===== src/rtl/stopwatch_pkg.sv =====
// Shared types and digit constants for the MM:SS stopwatch controller.
package stopwatch_pkg;

    typedef enum logic [1:0] {
        IDLE   = 2'd0,
        RUN    = 2'd1,
        PAUSED = 2'd2
    } state_t;

    localparam int DIG_W         = 4;
    localparam int SEC_UNITS_MOD = 10;
    localparam int SEC_TENS_MOD  = 6;
    localparam int MIN_UNITS_MOD = 10;
    localparam int MIN_TENS_MOD  = 6;

endpackage


===== src/rtl/stopwatch_ctrl_bcd_digit.sv =====
// One modulo-MOD BCD digit with synchronous clear and a terminal-count flag.
module bcd_digit
    import stopwatch_pkg::*;
#(
    parameter int MOD = 10
) (
    input  logic             clk,
    input  logic             rst,
    input  logic             en,
    input  logic             clr,
    output logic [DIG_W-1:0] q,
    output logic             term
);

    localparam logic [DIG_W-1:0] LAST = DIG_W'(MOD - 1);

    assign term = (q == LAST);

    // Clear has priority over counting; the digit wraps to 0 after LAST.
    always_ff @(posedge clk or negedge rst) begin
        if (!rst) begin
            q <= '0;
        end else if (clr) begin
            q <= '0;
        end else if (en) begin
            q <= term ? '0 : q + DIG_W'(1);
        end
    end

endmodule


===== src/rtl/stopwatch_ctrl.sv =====
// MM:SS stopwatch controller: run/pause FSM, 1 s prescaler and BCD digit cascade.
// Optional lap freeze of the display is enabled by defining STOPWATCH_LAP_HOLD_EN.
module stopwatch_ctrl
    import stopwatch_pkg::*;
#(
    parameter int CLK_DIV  = 50_000_000,
    parameter int PRE_BITS = 26
) (
    input  logic        clk,
    input  logic        rst,
    input  logic        start_stop,
    input  logic        clear,
    input  logic        lap,
    output logic [15:0] disp,
    output logic        running,
    output logic        tick,
    output logic        overflow
);

    localparam logic [PRE_BITS-1:0] PRE_LAST = PRE_BITS'(CLK_DIV - 1);

    state_t              state;
    logic [PRE_BITS-1:0] prescaler;

    logic [DIG_W-1:0] sec_units, sec_tens, min_units, min_tens;
    logic             sec_units_term, sec_tens_term, min_units_term, min_tens_term;
    logic             en_sec_tens, en_min_units, en_min_tens, wrap;
    logic             digit_clr;
    logic [15:0]      live;

    assign tick         = (state == RUN) && (prescaler == PRE_LAST);
    assign en_sec_tens  = tick && sec_units_term;
    assign en_min_units = en_sec_tens && sec_tens_term;
    assign en_min_tens  = en_min_units && min_units_term;
    assign wrap         = en_min_tens && min_tens_term;
    // Clear is only honoured outside RUN, which is also when it beats start_stop.
    assign digit_clr    = clear && (state != RUN);
    assign live         = {min_tens, min_units, sec_tens, sec_units};

    bcd_digit #(.MOD(SEC_UNITS_MOD)) u_sec_units (
        .clk(clk), .rst(rst), .en(tick), .clr(digit_clr),
        .q(sec_units), .term(sec_units_term)
    );

    bcd_digit #(.MOD(SEC_TENS_MOD)) u_sec_tens (
        .clk(clk), .rst(rst), .en(en_sec_tens), .clr(digit_clr),
        .q(sec_tens), .term(sec_tens_term)
    );

    bcd_digit #(.MOD(MIN_UNITS_MOD)) u_min_units (
        .clk(clk), .rst(rst), .en(en_min_units), .clr(digit_clr),
        .q(min_units), .term(min_units_term)
    );

    bcd_digit #(.MOD(MIN_TENS_MOD)) u_min_tens (
        .clk(clk), .rst(rst), .en(en_min_tens), .clr(digit_clr),
        .q(min_tens), .term(min_tens_term)
    );

    // The prescaler only advances in RUN, so a pause keeps the partial second.
    always_ff @(posedge clk or negedge rst) begin
        if (!rst) begin
            state     <= IDLE;
            prescaler <= '0;
            running   <= 1'b0;
            overflow  <= 1'b0;
        end else begin
            case (state)
                IDLE: begin
                    if (clear) begin
                        prescaler <= '0;
                        overflow  <= 1'b0;
                    end else if (start_stop) begin
                        state   <= RUN;
                        running <= 1'b1;
                    end
                end
                RUN: begin
                    prescaler <= tick ? '0 : prescaler + PRE_BITS'(1);
                    if (wrap) begin
                        overflow <= 1'b1;
                    end
                    if (start_stop) begin
                        state   <= PAUSED;
                        running <= 1'b0;
                    end
                end
                PAUSED: begin
                    if (clear) begin
                        state     <= IDLE;
                        running   <= 1'b0;
                        prescaler <= '0;
                        overflow  <= 1'b0;
                    end else if (start_stop) begin
                        state   <= RUN;
                        running <= 1'b1;
                    end
                end
                default: begin
                    state     <= IDLE;
                    running   <= 1'b0;
                    prescaler <= '0;
                end
            endcase
        end
    end

`ifdef STOPWATCH_LAP_HOLD_EN
    logic        hold;
    logic [15:0] held;

    // The snapshot is the display value in the cycle the lap pulse arrives.
    always_ff @(posedge clk or negedge rst) begin
        if (!rst) begin
            hold <= 1'b0;
            held <= '0;
        end else if (digit_clr) begin
            hold <= 1'b0;
        end else if (lap && (state != IDLE)) begin
            hold <= ~hold;
            if (!hold) begin
                held <= live;
            end
        end
    end

    assign disp = hold ? held : live;
`else
    logic unused_lap;

    assign unused_lap = lap;
    assign disp       = live;
`endif

endmodule

===== config.mk =====
export PLATFORM = sky130hd
export DESIGN_NAME = stopwatch_ctrl
export DESIGN_NICKNAME = d
export VERILOG_FILES = /design/src/rtl/stopwatch_pkg.sv /design/src/rtl/stopwatch_ctrl_bcd_digit.sv /design/src/rtl/stopwatch_ctrl.sv
export SDC_FILE = /design/constraint.sdc
export NUM_CORES = 1
export LEC_CHECK = 0
export ABC_CLOCK_PERIOD_IN_PS = 4400
export BUFFER_PORTS_ARGS = -buffer_cell sky130_fd_sc_hd__buf_2
export CAP_MARGIN = 30
export CORE_MARGIN = 4
export CORE_UTILIZATION = 60
export CTS_BUF_LIST = sky130_fd_sc_hd__clkbuf_8
export DETAILED_ROUTE_END_ITERATION = 16
export PLACE_DENSITY_LB_ADDON = 0.08
export SLEW_MARGIN = 25
export SYNTH_ARGS = -nofsm -noshare
export SYNTH_HDL_FRONTEND = slang
export SYNTH_SLANG_ARGS = --single-unit

===== constraint.sdc =====
create_clock -name clk -period 4.4 [get_ports clk]
set_clock_uncertainty 0.05 [all_clocks]
set_input_delay 0.88 -clock clk [delete_from_list [all_inputs] [get_ports clk]]
set_output_delay 0.88 -clock clk [all_outputs]
set_load 0.005 [all_outputs]

==> results.cfg <==
[run_status]
outcome = completed

[critical_path]
cp_slowest_cell = or4b_4
rr_startpoint = prescaler[8]
crit_fanout = 9
crit_type = reg2out
crit_start = prescaler[8]
r2r_end = u_min_tens.q[1]
crit_arrival_ns = 2.30
critPathBufInv = 2
crit_path_max_incr_delay_ns = 0.56
crit_chain = or4b_4 -> nor4_4 -> nand3_2 -> inv_1 -> buf_2
crit_path_end_kind = output pin
r2r_cells = 5
crit_path_start_kind = flip-flop
r2r_setup_slack_ns = 1.69
cp.required_ns = 3.47
crit_family = simple AND/OR/NAND/NOR gates

[floorplan]
coreArea_um2 = 4350
boundaryPins = 24
std_cell_rows = 24
start_util = 0.622
dieArea_um2 = 5650
die_h_um = 75.2
die_w_um = 75.2

[synthesis]
avgSynthCellArea_um2 = 8.99
ys.flop_type = dfrtp_1
synth_enable_flop_cells = 0
postSynthCellCount = 301
ys_ff_latch = 46
yosysWarningCount = 0
synth_area_um2 = 2710
async_flop_share = 1.00
yosysSeqAreaShare = 0.425
syn_nets = 315
synth_cell_types = 50

[detailed_routing]
ant_nets = 0
drt_iter0_drc = 120
wl_per_cell_um = 15.8
vias_per_cell = 6.27
dr.pass1.iters = 4
drc = 0
drt_wl_total_mm = 5.82
via_count = 2312

[clock_network]
cts_buffer_depth = 2
cts_resized = 0
hold_buffers = 0
cts_inserted_buffers = 5
root_buffer = clkbuf_8
clk_latency_ns = 0.30
post_cts_buffers = 0
cts_tree = yes
htreeDepth = 2
clk_pin_slew_worst_paths_ns = 0.08
clock-sinks = 46

[placement]
place_congestion = 0.794
portBuffers = 22
post-place-ws_ns = 1.50
dp_hpwl_mm = 4.07

[sta]
setup_violations = 0
setup_tns_ns = 0
rsz0062_at_grt = no
finalHoldViolations = 0
maxSlewHeadroom = 0.533
post-route-period-util = 0.734
period_needed_ns = 3.23
holdWs_ns = 0.452
worst_slew_pin_slew_ns = 0.700
slew_viol_final = 0
layout_setup_ws_ns = 1.17
fmaxAchievable_ghz = 0.310

[cells_and_area]
multi_input_area_um2 = 1470
syn_to_final_growth_pct = 9.02
register_area_um2 = 1150
layout_common_cells = dfrtp_1 (46), nand2_1 (35), o21ai_0 (26)
filler_cell_count = 368
layout_commonest_cell = dfrtp_1
nets = 332
drive_gt1_frac = 0.136
diodes = 0

[worst_hold_path]
hold_start = running
holdPathStages = 2
min_to = running
min_path_type = reg2reg

[global_routing]
grt_max_degree = 31
grt_use_met2 = 0.370
grt_pass1_wl_mm = 9.63
met3_usage = 0.0481
first_global_vias = 2109
grt-ovfl-total = 0
antenna_found_initial = 0
grt_usage = 0.223
busiest_layer = met2
grt_util_met1 = 0.281

[run]
drv_cap = 0

[pwr]
power_density_nw_per_um2 = 295
finalPower_mw = 0.870
vdd_ir_drop_max_mv = 0.206
p_leak_nw = 1.30
-- where the power goes --
group | switching (mW) | internal, mW
Clock | 0.133 | 0.121
Sequential | 0.0477 | 0.452
Combinational | 0.0720 | 0.0437
-- layer usage --
layer / share of wire / routed length, um / vias to the layer above
met4: 0.019 / 110 / 0
met3: 0.035 / 201 / 8
met1: 0.45 / 2640 / 1102
met5: 0 / 0 / -
li1: - / - / 1170
met2: 0.49 / 2870 / 32
-- how the worst max path moves through the flow --
| stage | slack [ns] | cells after the start | endpoint |
|---|---|---|---|
| 2_1_floorplan | 1.77 | 5 | tick |
| 3_3_place_gp | 1.57 | 5 | tick |
| 3_5_place_dp | 1.50 | 5 | tick |
| 4_1_cts | 1.16 | 5 | tick |
| 5_1_grt | 1.04 | 5 | tick |
| 6_report | 1.17 | 5 | tick |
-- worst min-delay path: cells and delay by family (launching register included) --
kind,cells,cell delay [ns]
compound gates,1,0.08
flops,1,0.34
simple gates,1,0.06
-- kinds of logic after synthesis --
kind of cell / after synthesis / share of synthesized area
and+or+nand+nor: 133 / 0.291
buffers and inverters: 25 / 0.0393
AOI/OAI and AO/OA: 87 / 0.199
adders and majority gates: 9 / 0.0416
muxes: 1 / 0.00370
DFF: 46 / 0.425
-- state kept, by name, indices dropped and copies added, names as in the netlist --
signal	count
prescaler	26
u_min_tens.q	4
u_min_units.q	4
u_sec_tens.q	4
u_sec_units.q	4
state	2
overflow	1
running	1
-- metrics by stage --
stage,area [um^2],util,cells
after global routing,2950,0.678,369
after CTS,2940,0.676,369
after global placement,2820,0.649,362
after detailed placement,2860,0.657,363
after floorplan,2710,-,301
final,2950,0.678,369
-- Yosys cell counts, types with 7 or more instances --
master | number | area (um^2)
nor2_1 | 13 | 48.8
a31oi_1 | 11 | 68.8
nor3_1 | 7 | 35.0
dfrtp_1 | 46 | 1150
a21oi_1 | 24 | 120
nand4_1 | 11 | 68.8
ha_1 | 9 | 113
nand3_1 | 12 | 60.1
and2_1 | 7 | 43.8
or3_1 | 11 | 68.8
clkbuf_1 | 8 | 30.0
o21ai_0 | 26 | 130
inv_1 | 12 | 45.0
nand2_1 | 35 | 131
-- area by class of cell --
class                           instances  area share
Inverter                               12      0.0153
Timing Repair Buffer                   23      0.0466
Tap cell                               52      0.0221
Sequential cell                        46       0.390
Clock buffer                            6      0.0280
Multi-Input combinational cell        230       0.498
No activity file was read; power rests on OpenSTA's default activity.
